<file path="config.mk">
export PLATFORM = sky130hd
export DESIGN_NAME = mac_pe
export DESIGN_NICKNAME = d
export VERILOG_FILES = /design/src/rtl/mac_pkg.sv /design/src/rtl/mac_mult_reg.sv /design/src/rtl/mac_pe.sv
export SDC_FILE = /design/constraint.sdc
export NUM_CORES = 1
export LEC_CHECK = 0
export ABC_AREA = 0
export BUFFER_PORTS_ARGS = -buffer_cell sky130_fd_sc_hd__buf_2
export CORE_ASPECT_RATIO = 0.8
export CORE_MARGIN = 2
export CORE_UTILIZATION = 55
export CTS_CLUSTER_SIZE = 24
export DETAILED_ROUTE_END_ITERATION = 10
export PLACE_DENSITY = 0.78
export RECOVER_POWER = 25
export SYNTH_ARGS = -nofsm -noshare
export SYNTH_HDL_FRONTEND = slang
export SYNTH_SLANG_ARGS = --single-unit
</file>
<file path="constraint.sdc">
create_clock -name clk -period 3.22 [get_ports clk]
set_clock_uncertainty 0.1 [all_clocks]
set_input_delay 0.644 -clock clk [delete_from_list [all_inputs] [get_ports clk]]
set_output_delay 0.644 -clock clk [all_outputs]
set_load 0.005 [all_outputs]
</file>
<file path="src/rtl/mac_pkg.sv">
// Shared types and helpers for the MAC processing element.
package mac_pkg;

  typedef enum logic [1:0] {IDLE, ACC, DONE} pe_state_e;

  function automatic logic signed [63:0] sat_max(input int unsigned w);
    return (64'sd1 <<< (w - 1)) - 64'sd1;
  endfunction

  function automatic logic signed [63:0] sat_min(input int unsigned w);
    return -(64'sd1 <<< (w - 1));
  endfunction

  // Signed add overflow: equal addend signs, different sum sign.
  function automatic logic add_ovf(input logic a_msb, input logic b_msb, input logic s_msb);
    return (a_msb == b_msb) && (s_msb != a_msb);
  endfunction

endpackage

</file>
<file path="src/rtl/mac_mult_reg.sv">
// Stage 1 of the MAC PE: registered signed multiply with valid/last pipelining.
module mac_mult_reg #(
  parameter int unsigned DATA_W = 8,
  parameter int unsigned ACC_W  = 16
) (
  input  logic              clk,
  input  logic              reset,
  input  logic              valid,
  input  logic              last,
  input  logic [DATA_W-1:0] A,
  input  logic [DATA_W-1:0] B,
  output logic [ACC_W-1:0]  p_q,
  output logic              p_vld,
  output logic              p_last
);

  logic signed [2*DATA_W-1:0] a_x;
  logic signed [2*DATA_W-1:0] b_x;
  logic signed [2*DATA_W-1:0] prod;

  always_comb begin
    a_x  = (2*DATA_W)'($signed(A));
    b_x  = (2*DATA_W)'($signed(B));
    prod = a_x * b_x;
  end

  always_ff @(posedge clk or negedge reset) begin
    if (!reset) begin
      p_q    <= '0;
      p_vld  <= 1'b0;
      p_last <= 1'b0;
    end else begin
      p_vld  <= valid;
      p_last <= valid & last;
      if (valid) p_q <= ACC_W'(prod);
    end
  end

endmodule

</file>
<file path="src/rtl/mac_pe.sv">
// Signed MAC processing element: accumulator, frame FSM, sticky overflow, operand forwarding.
// Define MAC_PE_SATURATE_EN to clamp y on overflow instead of wrapping.
module mac_pe
  import mac_pkg::*;
#(
  parameter int unsigned DATA_W = 8,
  parameter int unsigned ACC_W  = 16
) (
  input  logic              clk,
  input  logic              reset,
  input  logic              valid,
  input  logic [DATA_W-1:0] A,
  input  logic [DATA_W-1:0] B,
  input  logic              last,
  input  logic              clear,
  output logic [DATA_W-1:0] A_out,
  output logic [DATA_W-1:0] B_out,
  output logic              valid_out,
  output logic [ACC_W-1:0]  y,
  output logic              overflow,
  output logic              done
);

  logic [ACC_W-1:0] p_q;
  logic             p_vld;
  logic             p_last;
  logic [ACC_W-1:0] base;
  logic [ACC_W-1:0] sum;
  logic [ACC_W-1:0] y_nxt;
  logic             ovf;
  pe_state_e        state, state_nxt;

  mac_mult_reg #(.DATA_W(DATA_W), .ACC_W(ACC_W)) u_mult (
    .clk    (clk),
    .reset  (reset),
    .valid  (valid),
    .last   (last),
    .A      (A),
    .B      (B),
    .p_q    (p_q),
    .p_vld  (p_vld),
    .p_last (p_last)
  );

`ifdef MAC_PE_SATURATE_EN
  localparam logic signed [63:0] SAT_MAX64 = sat_max(ACC_W);
  localparam logic signed [63:0] SAT_MIN64 = sat_min(ACC_W);
  localparam logic [ACC_W-1:0]   Y_MAX     = SAT_MAX64[ACC_W-1:0];
  localparam logic [ACC_W-1:0]   Y_MIN     = SAT_MIN64[ACC_W-1:0];
`endif

  // Only ACC continues a frame; IDLE and DONE both start from zero.
  always_comb begin
    base = (state == ACC) ? y : '0;
    sum  = base + p_q;
    ovf  = add_ovf(base[ACC_W-1], p_q[ACC_W-1], sum[ACC_W-1]);
`ifdef MAC_PE_SATURATE_EN
    y_nxt = ovf ? (p_q[ACC_W-1] ? Y_MIN : Y_MAX) : sum;
`else
    y_nxt = sum;
`endif
  end

  always_comb begin
    state_nxt = state;
    if (clear) begin
      state_nxt = IDLE;
    end else begin
      case (state)
        IDLE:    if (p_vld) state_nxt = p_last ? DONE : ACC;
        ACC:     if (p_vld && p_last) state_nxt = DONE;
        DONE:    state_nxt = p_vld ? (p_last ? DONE : ACC) : IDLE;
        default: state_nxt = IDLE;
      endcase
    end
  end

  always_ff @(posedge clk or negedge reset) begin
    if (!reset) state <= IDLE;
    else        state <= state_nxt;
  end

  always_comb done = (state == DONE);

  // clear wins over a pending product so it never reaches the accumulator.
  always_ff @(posedge clk or negedge reset) begin
    if (!reset) begin
      y        <= '0;
      overflow <= 1'b0;
    end else if (clear) begin
      y        <= '0;
      overflow <= 1'b0;
    end else if (p_vld) begin
      y        <= y_nxt;
      overflow <= (state == ACC) ? (overflow | ovf) : ovf;
    end
  end

  always_ff @(posedge clk or negedge reset) begin
    if (!reset) begin
      A_out     <= '0;
      B_out     <= '0;
      valid_out <= 1'b0;
    end else begin
      valid_out <= valid;
      if (valid) begin
        A_out <= A;
        B_out <= B;
      end
    end
  end

endmodule

</file>
==> key figures <==
Routing
  – Via/cell ratio: between 5 and 6
  – Top sig layer: met4
  – Iteration-0 DRC Markers: 271
  – Final WL: 12700 µm
  – DRC viols: 0
  – Metal3 WL: 455 µm
  – Via count: 4294
  – Drt first pass iters: 4
  – Routed length on met2: around 6700 µm
  – M1 wire length: roughly 5400 µm
  – Drt wl/cell: between 15 and 20 µm
  – ANT nets after route: 0

Timing
  – Final worst-path cycle share: 1.38
  – # setup viols final: 11
  – RSZ-0062 raised after global routing: yes
  – Final hold vios: 0
  – Worst-Margin Slew: 1010 ps
  – Period minus WS final: 4430 ps
  – F_max: ~230 MHz
  – Pins over their slew limit: 0
  – Slew margin rel.: 0.325
  – Fin worst setup slack: -1210 ps

Cells and area
  – Fillcell total: 640
  – Synthesis-to-layout area growth: 30.4%
  – Commonest non-fill, non-tap cells in the layout: buf_4 (67), inv_1 (66), dfrtp_1 (53)
  – Final Instance Count excl. Fillers: 781
  – Multi-input combinational cell area: 3980 µm²
  – Final instance area: 6930 µm²
  – Ant diodes: 0
  – Layout Nets: slightly below 800
  – Seq. cell area: ~1300 µm²
  – Leading cell type in the layout, fill and taps excluded: buf_4
  – Layout cells sized above 1: 0.367

Place
  – Port Buf Inserts: 55
  – Place WS: -1570 ps
  – HPWL Detailed: between 9000 and 10000 µm
  – Placed insts: 752
  – Placed cell area: ~6200 µm²
  – Gp weighted congestion: 0.873

Setup path
  – Crit Path Class: in -> reg
  – Crit path launch type: primary input
  – Cell family with most CP delay: adder cells
  – Crit path top cell by count: fa_1
  – Arrival @ worst endpoint: 4520 ps
  – Crit path capture type: flip-flop
  – Worst reg2reg setup slack: 160 ps
  – Worst EP required: 3310 ps
  – Worst-path fanout max: 5
  – Cells along the critical path: buf_8 > and2_4 > buf_12 > ha_4 > buf_4 > fa_1 > inv_2 > fa_1 > fa_1 > inv_2 > ha_4 > o21a_1 > o21a_1 > o21ai_4 > o21bai_1 > a21oi_2 > xnor2_1 > mux2_4
  – Slowest CP cell: fa_1
  – Worst path buffer plus inverter count: 5
  – Crit-path max cell delay: approximately 530 ps

Global route
  – Gr usage total: 0.257
  – Vias in the first global route: 4554
  – First-pass GRT wire length: 21300 µm
  – Grt total ovfl: 0
  – Largest net degree at the start of global routing: 24
  – Antenna violations before repair: 0

Yosys
  – Sequential-to-total area share from yosys stat: 0.250
  – Average footprint of a synthesized cell: between 9 and 10 µm²
  – EDFF count, synth: 0
  – Netlist cell types: 49
  – Post-synth top flop: dfrtp_1
  – Mapped cell area: 5310 µm²
  – Syn nets: 659
  – Async SR Flop Fraction: 1.00
  – Yosys warns: 0
  – Synth Register Bits: 53
  – Mapped Cells: 538

Die
  – FP Rows: 32
  – Core area: around 9500 µm²
  – Die extent in x: 114 µm
  – I/O pins: between 50 and 60
  – Die footprint: 10500 µm²
  – Die Span Y: 91.9 µm
  – Starting Density: 0.558

Pwr
  – Max VDD drop: 0.538 mV
  – Leak Pwr: between 3 and 4 nW
  – Overall power: about 0.005 W
  – Pwr dens: 737 nW/µm²

Clock network
  – TritonCTS Buffers: 5
  – Root Buffer: clkbuf_16
  – CTS Hold Bufs: 0
  – TritonCTS clock tree: yes
  – Clk Latency, worst-skew pair: 310 ps
  – Clock transition at the registers of the reported paths: 80 ps
  – CTS HTree Levels: 2
  – Clk sinks: 53
  – CTS max path bufs: 2

Flow run
  – Maxcap violations: 0

Outcome
  – Failing checks: setup timing
  – Status: finished with violations

Min path
  – Hold Path Class: in -> async
[worst reg2reg max path, cell delays in order, from the launching register on]
cell	delay, ps
dfrtp_1	390
nor2b_1	140
buf_6	160
and2_1	170
ha_1	360
and3_4	230
a221o_1	390
a221oi_2	320
nand3_2	180
a2111oi_2	380
a211oi_1	90
nand3_1	90
[cell families after synthesis]
| kind of cell | Yosys count | share of synthesized area |
|---|---|---|
| multiplexers | 37 | 0.0756 |
| AO/OA/AOI/OAI | 79 | 0.102 |
| XOR/XNOR | 24 | 0.0396 |
| adder cells (fa/ha/maj) | 100 | 0.315 |
| AND/OR/NAND/NOR | 150 | 0.150 |
| flip-flops | 53 | 0.250 |
| buffers and inverters | 95 | 0.0685 |
[path summary, 6_finish.rpt]
kind / start / to / cells past startpoint
hold reg to reg: B_out[1] / B_out[1] / 1
setup reg to reg: state[0] / y[15] / 11
hold / removal: reset / A_out[1] / 1
max in group asynchronous: reset / y[15] / 2
min in group clk: B_out[1] / B_out[1] / 1
setup / recovery: B[0] / u_mult.p_q[13] / 18
[flip-flops by register name, indices dropped and copies added, names as in the netlist]
signal / count
B_out: 8
u_mult.p_last: 1
A_out: 8
u_mult.p_q: 16
overflow: 1
u_mult.p_vld: 1
y: 16
state: 2
[metal layers]
layer  global-route usage  vias to the layer above
met5                    0                        -
met4               0.0803                        0
met3               0.0383                       17
met2                0.452                       83
met1                0.327                     2177
li1                     -                     2017
[Yosys cell counts, drive strengths merged (8+ instances only)]
cell | instances | share of area
o21ai | 11 | 0.010
fa | 56 | 0.21
and2 | 53 | 0.063
clkbuf | 9 | 0.0064
mux2i | 12 | 0.023
a211oi | 9 | 0.013
inv | 81 | 0.057
dfrtp | 53 | 0.25
nor2b | 10 | 0.012
a21oi | 23 | 0.022
a21o | 8 | 0.011
nand2 | 35 | 0.025
ha | 44 | 0.10
xnor2 | 19 | 0.031
mux2 | 25 | 0.053
nor2 | 23 | 0.016
[final cells by class]
cell class                      count  area share
Clock inverter                      3     0.00379
Timing Repair Buffer              130       0.146
Sequential cell                    53       0.191
Clock buffer                        5      0.0181
Tap cell                          119      0.0215
Inverter                           81      0.0442
Multi-Input combinational cell    390       0.575
[power breakdown]
group          switching (W)  internal (W)  leakage, nW
Combinational        0.00174       0.00185         2.74
Sequential          0.000123      0.000830        0.656
Clock               0.000277      0.000295       0.0744
[timing repair]
action	in CTS	in global routing
buffers inserted	10	13
setup endpoints to repair	12	15
pin swaps	43	36
gates resized for setup	88	27
[per-stage QoR]
stage | utilization | hold WS [ps] | TNS, ps
after floorplan | - | 248 | -9440
after global placement | 0.651 | 375 | -12360
after detailed placement | 0.651 | 388 | -13160
after CTS | 0.707 | 161 | -8720
after global routing | 0.727 | 419 | -10550
final | 0.727 | 384 | -9480
No activity file was read; power rests on OpenSTA's default activity.
